### src/rtl/f2m_inv_if.sv
// f2m_inv_if: request/response bundle of the F(2^m) inverter.
// The requester drives start/a; the inverter returns busy/done/z.
interface f2m_inv_if #(
    parameter int M = 163
);
    logic         start;
    logic [M-1:0] a;
    logic         busy;
    logic         done;
    logic [M-1:0] z;

    modport master (
        output start, a,
        input  busy, done, z
    );

    modport slave (
        input  start, a,
        output busy, done, z
    );
endinterface

### src/rtl/f2m_inv.sv
// f2m_inv: sequential F(2^m) inverter, modified Stein/Brunner algorithm.
// f2m_inv_dp is the combinational datapath, two iterations per clock.
module f2m_inv_dp #(
    parameter int M       = 163,
    parameter int D_WIDTH = 9
) (
    input  logic [M:0]         r_i,
    input  logic [M:0]         s_i,
    input  logic [M:0]         u_i,
    input  logic [M:0]         v_i,
    input  logic [D_WIDTH-1:0] d_i,
    output logic [M:0]         r_o,
    output logic [M:0]         s_o,
    output logic [M:0]         u_o,
    output logic [M:0]         v_o,
    output logic [D_WIDTH-1:0] d_o
);
    typedef struct packed {
        logic [M:0]         r;
        logic [M:0]         s;
        logic [M:0]         u;
        logic [M:0]         v;
        logic [D_WIDTH-1:0] d;
    } st_t;

    localparam logic [D_WIDTH-1:0] D_ONE = D_WIDTH'(1);

    // u stays divisible by x^d, so the right shift below is exact
    function automatic st_t step(input st_t x);
        st_t y;
        y = x;
        if (!x.r[M]) begin
            y.r = x.r << 1;
            y.u = x.u << 1;
            y.d = x.d + D_ONE;
        end else begin
            if (x.s[M]) begin
                y.s = x.s ^ x.r;
                y.v = x.v ^ x.u;
            end
            y.s = y.s << 1;
            if (x.d == '0) begin
                y.r = y.s;
                y.s = x.r;
                y.u = y.v << 1;
                y.v = x.u;
                y.d = D_ONE;
            end else begin
                y.u = x.u >> 1;
                y.d = x.d - D_ONE;
            end
        end
        return y;
    endfunction

    st_t st0, st1, st2;

    always_comb begin
        st0 = '{r: r_i, s: s_i, u: u_i, v: v_i, d: d_i};
        st1 = step(st0);
        st2 = step(st1);
        r_o = st2.r;
        s_o = st2.s;
        u_o = st2.u;
        v_o = st2.v;
        d_o = st2.d;
    end
endmodule

module f2m_inv #(
    parameter int         M       = 163,
    parameter logic [M:0] F       = 164'h8_0000_0000_0000_0000_0000_0000_0000_0000_0000_00C9,
    parameter int         D_WIDTH = 9
) (
    input  logic     clk,
    input  logic     rst,
    f2m_inv_if.slave io
);
    localparam int            CW       = $clog2(M + 1);
    localparam logic [CW-1:0] CNT_LAST = CW'(M - 1);
    localparam logic [CW-1:0] CNT_ONE  = CW'(1);

    typedef enum logic {
        IDLE,
        RUN
    } state_t;

    state_t             state_q, state_d;
    logic [M:0]         r_q, r_d;
    logic [M:0]         s_q, s_d;
    logic [M:0]         u_q, u_d;
    logic [M:0]         v_q, v_d;
    logic [D_WIDTH-1:0] d_q, d_d;
    logic [CW-1:0]      cnt_q, cnt_d;
    logic               busy_q, busy_d;
    logic               done_q, done_d;
    logic [M-1:0]       z_q, z_d;

    logic [M:0]         dp_r, dp_s, dp_u, dp_v;
    logic [D_WIDTH-1:0] dp_d;

    f2m_inv_dp #(
        .M      (M),
        .D_WIDTH(D_WIDTH)
    ) u_dp (
        .r_i(r_q),
        .s_i(s_q),
        .u_i(u_q),
        .v_i(v_q),
        .d_i(d_q),
        .r_o(dp_r),
        .s_o(dp_s),
        .u_o(dp_u),
        .v_o(dp_v),
        .d_o(dp_d)
    );

    always_comb begin
        state_d = state_q;
        r_d     = r_q;
        s_d     = s_q;
        u_d     = u_q;
        v_d     = v_q;
        d_d     = d_q;
        cnt_d   = cnt_q;
        busy_d  = busy_q;
        done_d  = 1'b0;
        z_d     = z_q;
        unique case (state_q)
            IDLE: begin
                if (io.start) begin
                    state_d = RUN;
                    r_d     = {1'b0, io.a};
                    s_d     = F;
                    u_d     = (M + 1)'(1);
                    v_d     = '0;
                    d_d     = '0;
                    cnt_d   = '0;
                    busy_d  = 1'b1;
                end
            end
            RUN: begin
                r_d   = dp_r;
                s_d   = dp_s;
                u_d   = dp_u;
                v_d   = dp_v;
                d_d   = dp_d;
                cnt_d = cnt_q + CNT_ONE;
                if (cnt_q == CNT_LAST) begin
                    z_d     = dp_u[M-1:0];
                    done_d  = 1'b1;
                    busy_d  = 1'b0;
                    state_d = IDLE;
                end
            end
            default: state_d = IDLE;
        endcase
    end

    always_ff @(posedge clk or posedge rst) begin
        if (rst) begin
            state_q <= IDLE;
            r_q     <= '0;
            s_q     <= '0;
            u_q     <= '0;
            v_q     <= '0;
            d_q     <= '0;
            cnt_q   <= '0;
            busy_q  <= 1'b0;
            done_q  <= 1'b0;
            z_q     <= '0;
        end else begin
            state_q <= state_d;
            r_q     <= r_d;
            s_q     <= s_d;
            u_q     <= u_d;
            v_q     <= v_d;
            d_q     <= d_d;
            cnt_q   <= cnt_d;
            busy_q  <= busy_d;
            done_q  <= done_d;
            z_q     <= z_d;
        end
    end

    assign io.busy = busy_q;
    assign io.done = done_q;
    assign io.z    = z_q;
endmodule

### src/flat_wrapper.sv
// flat-port wrapper written by rule: the top's interface ports become plain ports
module f2m_inv_flat 
#(
    parameter int         M       = 163,
    parameter logic [M:0] F       = 164'h8_0000_0000_0000_0000_0000_0000_0000_0000_0000_00C9,
    parameter int         D_WIDTH = 9
)
  (clk, rst, io_start, io_a, io_busy, io_done, io_z);
  f2m_inv_if #(.M(M)) io_i ();
  input  logic clk;
  input  logic rst;
  input wire logic [$bits(io_i.start)-1:0] io_start;
  input wire logic [$bits(io_i.a)-1:0] io_a;
  output wire logic [$bits(io_i.busy)-1:0] io_busy;
  output wire logic [$bits(io_i.done)-1:0] io_done;
  output wire logic [$bits(io_i.z)-1:0] io_z;
  assign io_i.start = io_start;
  assign io_i.a = io_a;
  assign io_busy = io_i.busy;
  assign io_done = io_i.done;
  assign io_z = io_i.z;
  f2m_inv #(.M(M), .F(F), .D_WIDTH(D_WIDTH)) u_core (.clk(clk), .rst(rst), .io(io_i));
endmodule
### config.mk
export PLATFORM = sky130hd
export DESIGN_NAME = f2m_inv_flat
export DESIGN_NICKNAME = d
export VERILOG_FILES = /design/src/rtl/f2m_inv_if.sv /design/src/rtl/f2m_inv.sv /design/src/flat_wrapper.sv
export SDC_FILE = /design/constraint.sdc
export NUM_CORES = 2
export LEC_CHECK = 0
export BUFFER_PORTS_ARGS = -buffer_cell sky130_fd_sc_hd__buf_2
export CAP_MARGIN = 5
export CORE_ASPECT_RATIO = 0.8
export CORE_UTILIZATION = 30
export DETAILED_ROUTE_END_ITERATION = 12
export RECOVER_POWER = 25
export SLEW_MARGIN = 40
export SYNTH_ARGS = -nofsm -noshare
export SYNTH_HDL_FRONTEND = slang
export SYNTH_SLANG_ARGS = --single-unit
export TNS_END_PERCENT = 20
### constraint.sdc
create_clock -name clk -period 33.6 [get_ports clk]
set_input_delay 1.68 -clock clk [delete_from_list [all_inputs] [get_ports clk]]
set_output_delay 1.68 -clock clk [all_outputs]
set_load 0.005 [all_outputs]
# After elaboration in Yosys (flattened, before gate mapping)
# Index checks and enable logic that the tools add are counted.
# totals
regBits	839
in_bits	166
output_inout_bits	165
wordCells	69
# classes
add_sub_neg	5
n_eq_ne	3
mux	42
bitwise_logic	5
n_reduce_logical	4
# ops
op	count
two-way mux 164 bit	18
case mux 164 bit (2 select lines)	4
two-way mux 328 bit	2
bitwise XOR 164 bit	2
two-way mux 163 bit	2
bitwise XOR 163 bit	2
two-way mux 9 bit	5
adder 9 x 1 -> 9 bit, second input constant	2
zero test 9 bit	2
case mux 9 bit (2 select lines)	1
subtractor 9 x 1 -> 9 bit, second input constant	2
case mux 8 bit (2 select lines)	1
adder 8 x 1 -> 8 bit, second input constant	1
equality test 8 bit, second input constant	1
two-way mux 8 bit	1
two-way mux 1 bit	6
inequality test 2 bit, second input constant	2
case mux 1 bit (2 select lines)	2
AND reduction 2 bit	2
inverter 1 bit	1

# Depth between registers and ports, before layout
# logic_depth
ltp_word	9
ltp_mapped	19

# Modules after synthesis
# A second synthesis with hierarchy kept.
# unflattened
cells_unflattened	9994
hier_area_um2	76649.8
# modules_own_cells
module	n_inst	cells_each	area_each_um2	seq_area_each_um2
f2m_inv_dp	1	7169	43451.7	0.0
f2m_inv	1	2825	33198.1	20995.1

# Worst setup path before layout
# OpenSTA, ideal clock, no wires.
# synth_path
kind	reg-to-reg
start	reg u_core.d_q[0]
end	reg u_core.z_q[11], in the netlist u_core.io.z[11]
setup_ps	95
t_arrival_ps	4619
required_ps	33505
path_slack_ps	28885
stages_incl_launch_ff	19
path_buffers	8
period_less_slack_ps	4715
cell_sequence	dfrtp_1 -> inv_1 -> ha_1 -> or4b_2 -> buf_2 -> nor2_1 -> buf_2 -> buf_2 -> buf_2 -> buf_1 -> a21oi_1 -> ha_1 -> nand4_1 -> clkbuf_1 -> clkbuf_1 -> clkbuf_1 -> o31ai_1 -> o211a_1 -> o31ai_1
# synth_via
elab_chain_len	7
# synth_lines
item	line	source
start, declared	f2m_inv.sv:93	logic [D_WIDTH-1:0] d_q, d_d;
start signal, assigned	f2m_inv.sv:167	d_q <= '0;
start signal, assigned	f2m_inv.sv:178	d_q <= d_d;
branches (longest 6 deep; another with subtractor 9 x 1 -> 9 bit)	-	
two-way mux 164 bit (*)	f2m_inv.sv:32	if (!x.r[M]) begin
end signal, assigned	f2m_inv.sv:182	z_q <= z_d;
end, declared	f2m_inv.sv:97	logic [M-1:0] z_q, z_d;
# Every way passes the cells marked *.
# A chain may end at the register's enable or synchronous reset.

# Worst setup path in the final report
# layout_path
start	reg u_core.state_q
end	reg u_core.cnt_q[7]
# layout_via
elab_chain_len	2
# layout_lines
item	line	source
start, declared	f2m_inv.sv:88	state_t state_q, state_d;
start signal, assigned	f2m_inv.sv:173	state_q <= state_d;
inverter 1 bit	f2m_inv.sv:129	unique case (state_q)
case mux 8 bit (2 select lines) / inequality test 2 bit (equally long branches)	-	
end signal, assigned	f2m_inv.sv:179	cnt_q <= cnt_d;
end, declared	f2m_inv.sv:94	logic [CW-1:0] cnt_q, cnt_d;
# Several ways; a longest one is shown, not always the timed one.

==> impl_metrics.ini <==
[global_route]
first_pass_grt_wire_length_mm = 465
gr-usage-all-layers_pct = 23.5
overflow_after_grt = 0
largest_net_degree_at_the_start_of_global_routing = 202
initial_antenna_violation_count = 30
number_of_global_route_vias_before_repair = 75357

[layout]
number_of_nets_in_the_finished_design = 8654
syn_to_final_growth_pct = 9.77
layout.filler_cells = 25343
utilization_pct = 33.1
post_route_cells_drive_above_1_share_pct = 11.0
final_cell_area_mm2 = 0.0808

[synthesis]
most_repeated_cell_in_the_gate_level_netlist_after_synthesis = sky130_fd_sc_hd__nand2_1
synthDominantAreaCellType = sky130_fd_sc_hd__dfrtp_1
synth-edff-count = 0
synth-simple-area-share_pct = 16.0
postSynth.topFlopCell = sky130_fd_sc_hd__dfrtp_1
async_reset_ff_share_pct = 100
arithmetic_cell_share_of_the_synthesized_area_counting_full_adders_half_adders_and_majority_gates_pct = 0.0850
dominant_combinational_cell_family_by_area_after_synthesis = compound AO/OA/AOI/OAI gates
synthesis.yosys.warnings = 0
postSynthCellCount = 8943
synth.top_cells.by_area = sky130_fd_sc_hd__dfrtp_1 (29%), sky130_fd_sc_hd__mux2i_1 (8.1%), sky130_fd_sc_hd__xor2_1 (5.7%), sky130_fd_sc_hd__nand2_1 (4.7%), sky130_fd_sc_hd__clkbuf_1 (4.5%)
syn_avg_cell_area_um2 = 8.23
synthesis.nets = 9114
post_synth_xor_area_fraction_pct = 5.90
yosys.area.top_type_share_pct = 28.5
synth-compound-area-share_pct = 32.4
synth.cells.most_frequent = sky130_fd_sc_hd__nand2_1 (927), sky130_fd_sc_hd__clkbuf_1 (879), sky130_fd_sc_hd__dfrtp_1 (838)
seq_area_frac_synth_pct = 28.5
syn_area_mm2 = 0.0736
netlist-cell-type-count = 76
synth.area.mux_share_pct = 11.2
synth_seq_cells = 838

[floorplanning]
rows = 162
die-area_mm2 = 0.247
core-area_mm2 = 0.244
initial_core_utilization_pct = 30.2
die_h_um = 445
chipWidth_um = 556
io-pin-count = 331

[clock_tree]
cts.root.buffer_cell = sky130_fd_sc_hd__clkbuf_16
htree_num_levels = 3
clock_sinks = 838
cts-resized-gates = 0
hold_buffers = 0
post_cts_setup_driven_buffer_insertion_count = 0
clk_path_buf_depth = 3
tritoncts.num_buffers = 102
clk_latency_ns = 0.75
clock_transition_at_the_registers_of_the_reported_paths_ns = 0.06
cts_tree = done

[routing]
drt_pass1_iterations = 7
num_vias = 77603
drtAntennaViolNets = 0
drtIter0Drc = 10286
routed_wl_mm = 305
drcViolationCount = 0
avgViaCountPerCell = 6.55
wl_per_cell_um = 25.7

[job]
cap_violations = 11

[timing]
post-route-period-util_pct = 39.9
rsz0062_at_grt = no
fin_tns_setup_ns = 0
max_freq_mhz = 74.5
clock-skew-final_ns = 0.0426
fin_crit_ns = 13.42
worst_pin_slew_ns = 5.48
worst_path_setup_slack_after_routing_ns = 20.18
worst_slew_margin_rel_pct = -265
final-hold-violation-count = 0
finalMaxSlewViolations = 786
setup_viol = 0

[setup_path]
critical-path-max-stage-delay_ns = 4.00
crit_path_buffers_inverters = 3
critPathKind = reg -> reg
timing.critical_path.to_type = flop
critPathTopFamily = buffers and inverters
cp_dominant_cell_by_count = sky130_fd_sc_hd__clkbuf_1
crit_path_start_kind = flop
cp.required_ns = 34.19
timing.critical_path.slowest_stage_cell = sky130_fd_sc_hd__clkbuf_1
cp.arrival_ns = 14.01
critical_path.cell_chain = clkinvlp_2 -> clkbuf_1 -> clkbuf_1 -> nand2_1 -> nand3_1 -> o21ai_0
critical_path_peak_fanout = 111

[outcome]
violations = max-capacitance violations, max-slew violations
outcome = finished with violations

[placed_design]
buffer_ports.inserted = 330
dp_worst_setup_slack_ns = 27.30
place.gp.congestion = 0.823
instance_area_after_placement_mm2 = 0.0775
hpwl_mm = 164

[hold_path]
hold_path.class = reg -> reg

[pwr]
total_leakage_power_uw = 0.0308
peakVddDrop_v = 0.000102
power_density_relative_to_cell_area_mw_per_mm2 = 120
-- final timing paths --
path                       cells past startpoint                        start  slack, ns                          end
hold reg to reg                                2  u_core.io.z[71]$_DFFE_PP0P_       0.47  u_core.io.z[71]$_DFFE_PP0P_
setup reg to reg                               6     u_core.state_q$_DFF_PP0_      20.18  u_core.cnt_q[7]$_DFFE_PP0P_
setup / recovery                               6     u_core.state_q$_DFF_PP0_      20.18  u_core.cnt_q[7]$_DFFE_PP0P_
max in group asynchronous                      4                          rst      22.70  u_core.io.z[28]$_DFFE_PP0P_
min in group asynchronous                      2                          rst       2.60  u_core.r_q[137]$_DFFE_PP0P_
hold / removal                                 2  u_core.io.z[71]$_DFFE_PP0P_       0.47  u_core.io.z[71]$_DFFE_PP0P_
-- routing by layer --
layer | vias up | part of all wire (%) | GRT usage (%)
met5 | - | 0.043 | 0
met4 | 20 | 3.9 | 10.1
met3 | 703 | 10 | 4.71
met2 | 4811 | 44 | 36.6
met1 | 38260 | 41 | 31.4
li1 | 33809 | - | -
-- cells in the final DEF (no fill, tap or decap), types with 206 or more instances in the layout --
cell type                  instances
sky130_fd_sc_hd__a32oi_1         210
sky130_fd_sc_hd__o21ai_0         502
sky130_fd_sc_hd__a211oi_1        280
sky130_fd_sc_hd__nand3_1         411
sky130_fd_sc_hd__dfrtp_1         836
sky130_fd_sc_hd__mux2_2          206
sky130_fd_sc_hd__mux2i_1         595
sky130_fd_sc_hd__buf_2           221
sky130_fd_sc_hd__o31ai_1         384
sky130_fd_sc_hd__nor2b_1         242
sky130_fd_sc_hd__nand2_1         923
sky130_fd_sc_hd__xor2_1          478
sky130_fd_sc_hd__a21oi_1         632
-- registers in the layout (all words and copies together), names as in the netlist --
| register | count |
|---|---|
| u_core.cnt_q | 8 |
| u_core.d_q | 9 |
| u_core.io.busy | 1 |
| u_core.io.done | 1 |
| u_core.io.z | 163 |
| u_core.r_q | 164 |
| u_core.s_q | 164 |
| u_core.state_q | 1 |
| u_core.u_q | 164 |
| u_core.v_q | 163 |
-- cell families after synthesis --
logic type | Yosys count
AOI/OAI and AO/OA | 3431
xor gates and xnor gates | 496
adders and majority gates | 5
buffers and inverters | 1097
DFF | 838
muxes | 801
and+or+nand+nor | 2275
-- metrics by stage --
| step | cells | hold WS, ns | total power (µW) |
|---|---|---|---|
| after floorplan | 8943 | 0.457 | 6690 |
| after global placement | 11627 | 0.458 | 8090 |
| after detailed placement | 11652 | 0.461 | 8340 |
| after CTS | 11832 | 0.476 | 9530 |
| after global routing | 11845 | 0.498 | 10400 |
| final | 11846 | 0.473 | 9690 |
-- worst min-delay path: cells and delay by family, from the launching register on --
kind	cells	cell delay (ns)
compound gates	1	0.05
flops	1	0.34
simple gates	1	0.05
-- layout make-up --
| type | instances | area (µm²) | share of cell area, % |
|---|---|---|---|
| repair buffers | 477 | 3560 | 4.41 |
| clock buffers | 155 | 3030 | 3.75 |
| flip-flops and latches | 838 | 21000 | 26.0 |
| well taps | 3280 | 4100 | 5.08 |
| inverters | 56 | 225 | 0.279 |
| clock inverters | 25 | 279 | 0.346 |
| multi-input cells | 7008 | 48600 | 60.1 |
| diodes | 7 | 17.5 | 0.0217 |
-- power breakdown --
group,internal [µW],switching (µW),leakage [µW]
clock,643,506,0.00163
sequential,1500,637,0.0104
combinational,2440,3960,0.0187
total,4580,5110,0.0308
Note: power is estimated with default switching activity, not from simulation.
